===== config.mk =====
export PLATFORM = sky130hd
export DESIGN_NAME = stereo_frame_fifo
export DESIGN_NICKNAME = d
export VERILOG_FILES = /design/src/rtl/stereo_frame_fifo.sv
export SDC_FILE = /design/constraint.sdc
export NUM_CORES = 1
export LEC_CHECK = 0
export ABC_AREA = 1
export BUFFER_PORTS_ARGS = -buffer_cell sky130_fd_sc_hd__buf_2
export CAP_MARGIN = 20
export CORE_MARGIN = 10
export CORE_UTILIZATION = 40
export DETAILED_ROUTE_END_ITERATION = 16
export PLACE_DENSITY = 0.56
export SLEW_MARGIN = 10
export SYNTH_ARGS = -nofsm -noshare
export SYNTH_HDL_FRONTEND = slang
export SYNTH_SLANG_ARGS = --single-unit

===== constraint.sdc =====
create_clock -name SCK -period 7.7 [get_ports SCK]
set_input_delay 0.385 -clock SCK [delete_from_list [all_inputs] [get_ports SCK]]
set_output_delay 0.385 -clock SCK [all_outputs]
set_load 0.05 [all_outputs]

===== src/rtl/stereo_frame_fifo.sv =====
// Stereo frame FIFO: captures one {left,right} pair per LRCK rise, first-word fall-through valid/ready output.
// Optional peak meter built when PEAK_METER_EN is defined.
module stereo_frame_fifo #(
   parameter  int DATA_W = 24,
   parameter  int DEPTH  = 8,
   localparam int ADDR_W = $clog2(DEPTH)
) (
   input  logic              SCK,
   input  logic              reset_n,
   input  logic              lrck,
   input  logic [DATA_W-1:0] left_in,
   input  logic [DATA_W-1:0] right_in,
   input  logic              out_ready,
   input  logic              clear_ovf,
   output logic              out_valid,
   output logic [DATA_W-1:0] out_left,
   output logic [DATA_W-1:0] out_right,
   output logic [ADDR_W:0]   fill_level,
`ifdef PEAK_METER_EN
   output logic [DATA_W-1:0] peak_left,
   output logic [DATA_W-1:0] peak_right,
   input  logic              peak_clear,
`endif
   output logic              overflow
);

   localparam logic [ADDR_W:0] FULL_CNT = (ADDR_W+1)'(DEPTH);

   logic                  lrck_q;
   logic                  cap, full, pop, push;
   logic [ADDR_W-1:0]     wr_ptr_q, wr_ptr_d, rd_ptr_q, rd_ptr_d;
   logic [ADDR_W:0]       count_q, count_d;
   logic                  ovf_q, ovf_d;
   logic [2*DATA_W-1:0]   head_q, head_d;
   logic [2*DATA_W-1:0]   mem_q [DEPTH];

   assign cap  = lrck & ~lrck_q;
   assign full = (count_q == FULL_CNT);
   assign pop  = (count_q != '0) & out_ready;
   // A pop in the same cycle frees the slot, so a full FIFO can still take the frame.
   assign push = cap & (~full | pop);

   always_comb begin
      wr_ptr_d = push ? wr_ptr_q + 1'b1 : wr_ptr_q;
      rd_ptr_d = pop  ? rd_ptr_q + 1'b1 : rd_ptr_q;
      count_d  = count_q;
      if (push && !pop)      count_d = count_q + 1'b1;
      else if (pop && !push) count_d = count_q - 1'b1;

      // Head is registered from the next-state view so the output never reads storage combinationally.
      head_d = head_q;
      if (count_d != '0) begin
         if (push && ((count_q == '0) || (count_q == 1 && pop)))
            head_d = {left_in, right_in};
         else
            head_d = mem_q[rd_ptr_d];
      end

      ovf_d = ovf_q;
      if (clear_ovf)          ovf_d = 1'b0;
      if (cap && full && !pop) ovf_d = 1'b1;
   end

   always_ff @(posedge SCK or negedge reset_n) begin
      if (!reset_n) begin
         lrck_q   <= 1'b0;
         wr_ptr_q <= '0;
         rd_ptr_q <= '0;
         count_q  <= '0;
         ovf_q    <= 1'b0;
         head_q   <= '0;
      end else begin
         lrck_q   <= lrck;
         wr_ptr_q <= wr_ptr_d;
         rd_ptr_q <= rd_ptr_d;
         count_q  <= count_d;
         ovf_q    <= ovf_d;
         head_q   <= head_d;
      end
   end

   always_ff @(posedge SCK) begin
      if (push) mem_q[wr_ptr_q] <= {left_in, right_in};
   end

   assign out_valid  = (count_q != '0);
   assign out_left   = head_q[2*DATA_W-1:DATA_W];
   assign out_right  = head_q[DATA_W-1:0];
   assign fill_level = count_q;
   assign overflow   = ovf_q;

`ifdef PEAK_METER_EN
   logic [DATA_W-1:0] peak_l_q, peak_l_d, peak_r_q, peak_r_d;
   logic [DATA_W-1:0] mag_l, mag_r;

   // Most negative value has no positive twin; clamp it to the largest positive.
   function automatic logic [DATA_W-1:0] mag(input logic [DATA_W-1:0] x);
      if (!x[DATA_W-1])                          return x;
      else if (x == {1'b1, {(DATA_W-1){1'b0}}})  return {1'b0, {(DATA_W-1){1'b1}}};
      else                                       return -x;
   endfunction

   assign mag_l = mag(left_in);
   assign mag_r = mag(right_in);

   always_comb begin
      peak_l_d = peak_clear ? '0 : peak_l_q;
      peak_r_d = peak_clear ? '0 : peak_r_q;
      if (cap) begin
         if (mag_l > peak_l_d) peak_l_d = mag_l;
         if (mag_r > peak_r_d) peak_r_d = mag_r;
      end
   end

   always_ff @(posedge SCK or negedge reset_n) begin
      if (!reset_n) begin
         peak_l_q <= '0;
         peak_r_q <= '0;
      end else begin
         peak_l_q <= peak_l_d;
         peak_r_q <= peak_r_d;
      end
   end

   assign peak_left  = peak_l_q;
   assign peak_right = peak_r_q;
`endif

endmodule

==> metrics, run 1 <==
Post-Syn Area just under 0.02 sq mm; DP Cell Count 2,658; top sig layer met5; H-tree depth 2; Synth Warn # 0; cell class contributing the biggest share of worst-path delay simple AND/OR/NAND/NOR gates; Post-Route WL approximately 50 mm; WP data required between 8 and 9 ns; setup slack, reg-to-reg approximately 4 ns; Synth Area in XOR/XNOR 0.00223; Max clock buf depth 3; Synth Area in Simple Gates 0.211; routed vias around 13,000; critical register-to-register path startpoint fill_level[0]; crit path DAT 4.30 ns; clk_skew approximately 0.013 ns; compound-cell area share of the yosys netlist 0.0128; first-pass iteration count of the detailed router 5; TritonCTS Buffers 47; Max FO, Critical Path approximately 80; CTS tree done; placer congestion estimate about 0.74; Post-Synth Adder-Cell Area 0.00382; Power Density between 300 and 400 mW/mm^2; Synth Register Bits approximately 440; min Tclk post-route between 3 and 4 ns; Starting Density 0.403; die area slightly below 0.06 sq mm; Fmax about 260 MHz; post-DP HPWL approximately 25 mm; vias per cell around 4.9; CP Capture Type flip-flop; max cap viols 0; outcome complete, no violations; Antenna diodes 0; Rel. slew slack 0.290; Core ar. 0.0487 sq mm; mux cell area share after synthesis 0; Hold Crit Class primary input to flip-flop; Unique masters post-synth 30; first-pass GRT wire length slightly below 80 mm; drt wl/cell approximately 18 um; RSZ-0062 raised after global routing no; clk slew on worst S/H paths approximately 0.060 ns; met2 wire len 23.7 mm; worst hold stages 1; worst slew pin tran ~1.1 ns; leakage 0.00979 uW; antenna violations before repair 3; setup_tns 0 ns; Slew Viols, Final 0; number of I/O port buffers around 110; syn_area_per_cell about 10 sq um; Final period util 0.495; hold_sp right_in[13]; Crit Path Category flip-flop to flip-flop; vias in the first global route between 10,000 and 15,000; Clock Latency Late Sink around 0.58 ns; Die X between 200 and 250 um; Slowest cell on crit path nand2_4; largest family of logic cells by synthesized area simple AND/OR/NAND/NOR gates; layout cells sized above 1 0.106; Fin. Hold Viols 0; die height roughly 240 um; Total Routing Usage GR 0.168; Ports ~110; Critical Path, Cell by Cell inv_1, ha_1, nand2_4, nand2_4, nand2_2, buf_4, nand2_4, buf_4, nand2_1, nand3_1, nand3_1, nand3_1, a21oi_1; pin count of the biggest net entering global routing between 80 and 90; crit path launch type flip-flop; Syn Nets between 2,000 and 2,500; final non-filler cell total approximately 2,700; peak supply drop ~0.24 mV; # rows 81; CTS root buffer clkbuf_16; Hold EP mem_q[1][13]; met1 wire length about 22 mm; synthesized instance count around 2,000; Final nets around 2,100; Finish-stage setup viols 0; register area share after synthesis 0.664; Met3 Wirelength approximately 2.8 mm; Worst Reg-to-Reg Cells 13; DRC violations left 0; Clock Sinks approximately 440; CTS-repair resized insts 0; maximum single-stage delay on the critical path slightly below 0.7 ns; Crit path depth 13; Critical path buffers and inverters 3; area delta synth->final 13.7%; number of routed nets with antenna violations 0; gr ovfl total 0; drt first-iter violations between 1,000 and 1,500; reg-to-reg critical path endpoint head_q[24]
what timing repair did:
action	4_1_cts	5_1_grt
hold buffers	2	1
endpoints found under the hold margin	2	11
setup buffers	0	0
synthesized netlist by cell type:
master,number,area (sq um)
inv_1,425,1600
nand3_1,390,1950
edfxtp_1,384,11500
nand2_1,380,1430
nor2_1,107,402
dfrtp_1,60,1500
a21oi_1,46,230
clkbuf_1,46,173
buf_2,45,225
nor3_1,45,225
ha_1,6,75.1
buf_6,5,56.3
buf_1,3,11.3
nand2_4,3,33.8
nand3_2,3,30.0
xnor2_1,3,26.3
nand2_2,2,12.5
o21ai_0,2,10.0
xor2_1,2,17.5
buf_4,1,7.51
clkinv_1,1,3.75
inv_2,1,3.75
nand3_4,1,17.5
nand4_1,1,6.26
nor2_4,1,11.3
nor2_8,1,20.0
o21ai_1,1,5.00
o22ai_1,1,6.26
or2_1,1,6.26
or2_2,1,6.26
where the power goes:
part | leakage [uW] | switching, uW | internal [uW]
combinational | 0.00490 | 2650 | 937
sequential | 0.00415 | 145 | 2940
clock | 0.000740 | 913 | 1300
total | 0.00979 | 3710 | 5170
worst register-to-register path: stages, from the launching register on:
cell     delay (ns)
dfrtp_1        0.45
inv_1          0.14
ha_1           0.27
nand2_4        0.14
nand2_4        0.11
nand2_2        0.07
buf_4          0.53
nand2_4        0.71
buf_4          0.63
nand2_1        0.23
nand3_1        0.09
nand3_1        0.11
nand3_1        0.09
a21oi_1        0.17
how the worst max path moves through the flow:
stage | from | endpoint | slack [ns]
2_1_floorplan | fill_level[0] | mem_q[0][0] | 3.47
3_3_place_gp | fill_level[0] | head_q[25] | 4.03
3_5_place_dp | fill_level[0] | head_q[9] | 3.96
4_1_cts | fill_level[0] | head_q[42] | 3.92
5_1_grt | fill_level[0] | head_q[42] | 3.57
6_report | fill_level[0] | head_q[24] | 3.89
through the flow:
stage                     utilization  hold slack, ns  setup slack (ns)  total power, uW  area (sq um)
after global placement          0.426           0.471              4.03             6700         20800
after detailed placement        0.426           0.474              3.96             6760         20800
after global routing            0.458           0.101              3.57             9430         22300
final                           0.458          0.0996              3.89             8890         22300
after CTS                       0.457         0.00685              3.92             8990         22300
after floorplan                     -          0.0894              3.47             5680         19600
metal layers:
layer,track usage,up-vias
li1,-,6488
met1,0.216,6418
met2,0.280,343
met3,0.0295,80
met4,0.0581,6
met5,0,-
sequential cells by signal, indices dropped and copies added (netlist names):
| name | flops |
|---|---|
| mem_q | 384 |
| overflow | 1 |
| rd_ptr_q | 3 |
| fill_level | 4 |
| head_q | 48 |
| wr_ptr_q | 3 |
| lrck_q | 1 |
area by class of cell:
class                   instances  area [sq um]
clock buffers                  70          1380
clock inverters                16           126
fillers                      4547         26400
inverters                     427          1600
multi-input cells             997          4620
flip-flops and latches        444         13000
well taps                     664           831
repair buffers                130           741
placed cells by master, fill, tap and decap left out, drive strengths merged:
cell / count
inv: 427
nand3: 394
nand2: 385
edfxtp: 384
buf: 127
nor2: 109
clkbuf: 70
dfrtp: 60
a21oi: 46
nor3: 45
clkinv: 14
ha: 6
xnor2: 3
dlygate4sd3: 3
o21ai: 3
xor2: 2
bufinv: 2
or2: 2
nand4: 1
o22ai: 1
kinds of logic after synthesis:
group,count (synthesis)
compound gates,50
flops,444
fa+ha+maj,6
simple gates,936
xor+xnor,5
buf+inv,527
(Power assumes the default switching activity.)
==> run 2, diff against run 1 <==
--- a/config.mk
+++ b/config.mk
@@ -11,7 +11,7 @@
 export CORE_MARGIN = 10
 export CORE_UTILIZATION = 40
 export DETAILED_ROUTE_END_ITERATION = 16
-export PLACE_DENSITY = 0.56
+export PLACE_DENSITY = 0.58
 export SLEW_MARGIN = 10
 export SYNTH_ARGS = -nofsm -noshare
 export SYNTH_HDL_FRONTEND = slang
==> constraint.sdc (replaced) <==
create_clock -name SCK -period 3.5 [get_ports SCK]
set_input_delay 0.175 -clock SCK [delete_from_list [all_inputs] [get_ports SCK]]
set_output_delay 0.175 -clock SCK [all_outputs]
set_load 0.05 [all_outputs]
==> run 2 against run 1 <==
Against the previous run: setup slack worse by 3.1 ns; first-iteration DRC count is 8.8% higher; maximum frequency grew 40%; critical endpoint is now mem_q[2][16]; largest cell class unchanged; largest power group unchanged.
==> metrics, run 2 (synthesis gave the netlist of run 1 again) <==
placer congestion estimate 0.754 (+1.4%); outcome complete, no violations; worst hold slack 0.156 ns (+0.0567 ns); CP startpoint fill_level[0]; antenna violations before repair 1 (-2); Fin. Hold Viols 0 (unchanged); cell class contributing the biggest share of worst-path delay simple AND/OR/NAND/NOR gates; most frequent cells in the layout 424 x inv_1, 390 x nand3_1, 384 x edfxtp_1; TritonCTS Buffers 47 (unchanged); post-route design area 0.0231 sq mm (+3.5%); Logic pwr share 0.410 (+0.006); vias in the first global route 13,400 (+2.1%); Power Density 859 mW/mm^2 (+120%); Final period util 0.778 (+0.283); hold_sp out_ready; WP data required 3.78 ns (-4.41 ns); Starting Density 0.403 (unchanged); DP Worst Slack 0.794 ns (-3.16 ns); CTS root buffer clkbuf_16; min Tclk post-route 2.72 ns (-1.09 ns); post-DP HPWL 28.1 mm (+12%); Fmax 367 MHz (+40%); worst slew pin tran 0.996 ns (-0.0691 ns); Rel. slew slack 0.336 (+0.0460); Core ar. 0.0487 sq mm (unchanged); layout cells sized above 1 0.111 (+0.00465); maximum single-stage delay on the critical path 0.54 ns (-0.15 ns); first-pass GRT wire length 76.5 mm (-0.81%); NetSw 8190 uW (+120%); max reg flops 384 (unchanged); Post-Route WL 48.8 mm (-1.8%); Final nets 2,170 (+3.0%); Cell Area, Placed 0.0211 sq mm (+1.5%); Max clock buf depth 3 (unchanged); gr ovfl total 0 (unchanged); clk_skew 0.0195 ns (+0.00670 ns); peak supply drop 0.736 mV (+210%); crit path DAT 3.00 ns (-1.30 ns); Hold Crit Class primary input to flip-flop; switch share 0.413 (-0.00531); Pint 11,700 uW (+130%); vias per cell 4.87 (+0.38%); number of I/O port buffers 106 (unchanged); die area 0.0583 sq mm (unchanged); Final WS setup 0.776 ns (-3.11 ns); setup_tns 0 ns (unchanged); drt first-iter violations 1,096 (+8.8%); Die X 242 um (unchanged); H-tree depth 2 (unchanged); Ports 107 (unchanged); DRC violations left 0 (unchanged); clk slew on worst S/H paths 0.06 ns (about the same); Critical Path, Cell by Cell inv_1, ha_1, nand3_1, nand2_1, or2_2, nor2_4, buf_12; crit path launch type flip-flop; max cap viols 0 (unchanged); number of routed nets with antenna violations 0 (unchanged); Crit Path Category flip-flop to flip-flop; Slew Viols, Final 0 (unchanged); CTS-repair resized insts 0 (unchanged); Finish-stage setup viols 0 (unchanged); leakage 0.0101 uW (+3.4%); Clock Sinks 444 (unchanged); Clock Latency Late Sink 0.58 ns (about the same); most common cell after layout, fill and taps aside inv_1; first-pass iteration count of the detailed router 5 (unchanged); CTS tree done; drt wl/cell 17.3 um (-4.1%); # rows 81 (unchanged); critical register-to-register path startpoint fill_level[0]; routed vias 13,700 (+2.8%); Critical path buffers and inverters 2 (-1); CP Capture Type flip-flop; sequential power share 0.342 (-0.005); RSZ-0062 raised after global routing no; Pwr Total 19,900 uW (+120%); Total Routing Usage GR 0.164 (-0.00352); Clock power frac 0.248 (about the same); Max FO, Critical Path 18 (-77%); die height 242 um (unchanged); Reg with most FFs mem_q; area delta synth->final 17.7%; Slowest cell on crit path nor2_4; pin count of the biggest net entering global routing 94 (+12%)
-- run 2: area by class of cell --
type | count | area, sq um
fillers | 4471 | 25600
diodes | 1 | 2.50
repair buffers | 194 | 1500
inverters | 427 | 1600
clock buffers | 67 | 1310
multi-input cells | 997 | 4620
clock inverters | 21 | 215
well taps | 664 | 831
flip-flops and latches | 444 | 13000
-- run 2: power by group through the flow --
stage | registers, uW | logic [uW] | clock network [uW]
5_1_grt | 6860 | 8960 | 5240
4_1_cts | 6810 | 8240 | 5040
3_5_place_dp | 6900 | 8170 | 0
6_report | 6800 | 8130 | 4930
2_1_floorplan | 7890 | 4610 | 0
3_3_place_gp | 6890 | 8070 | 0
-- run 2: layer usage --
metal,part of all wire,vias to the layer above,track usage
li1,-,6624,-
met1,0.46,6643,0.220
met2,0.47,365,0.269
met3,0.054,80,0.0295
met4,0.020,0,0.0449
met5,0,-,0
-- run 2: what timing repair did --
item / 4_1_cts / 5_1_grt
hold endpoints to repair: 446 / 0
setup buffers: 0 / 0
hold buffers: 51 / 0
-- run 2: worst paths after layout --
path,depth (start not counted),slack [ns],end
worst max-delay path,7,0.78,mem_q[2][16]
worst min-delay path,5,0.16,fill_level[1]
worst max register to register,7,0.78,mem_q[2][16]
worst min register to register,2,0.53,head_q[19]
max in group asynchronous,2,2.53,head_q[16]
min in group asynchronous,2,0.31,head_q[34]
-- run 2: worst min-delay path, cell delays in order --
cell and delay, ns:
buf_2 0.16, nand4_1 0.10, nand3_1 0.08, nand2_1 0.12
inv_1 0.05
-- run 2: per-stage QoR --
| stage | cells | utilization |
|---|---|---|
| 2_1_floorplan | 1968 | - |
| 3_3_place_gp | 2675 | 0.432 |
| 3_5_place_dp | 2675 | 0.432 |
| 4_1_cts | 2814 | 0.474 |
| 5_1_grt | 2814 | 0.474 |
| 6_report | 2815 | 0.474 |
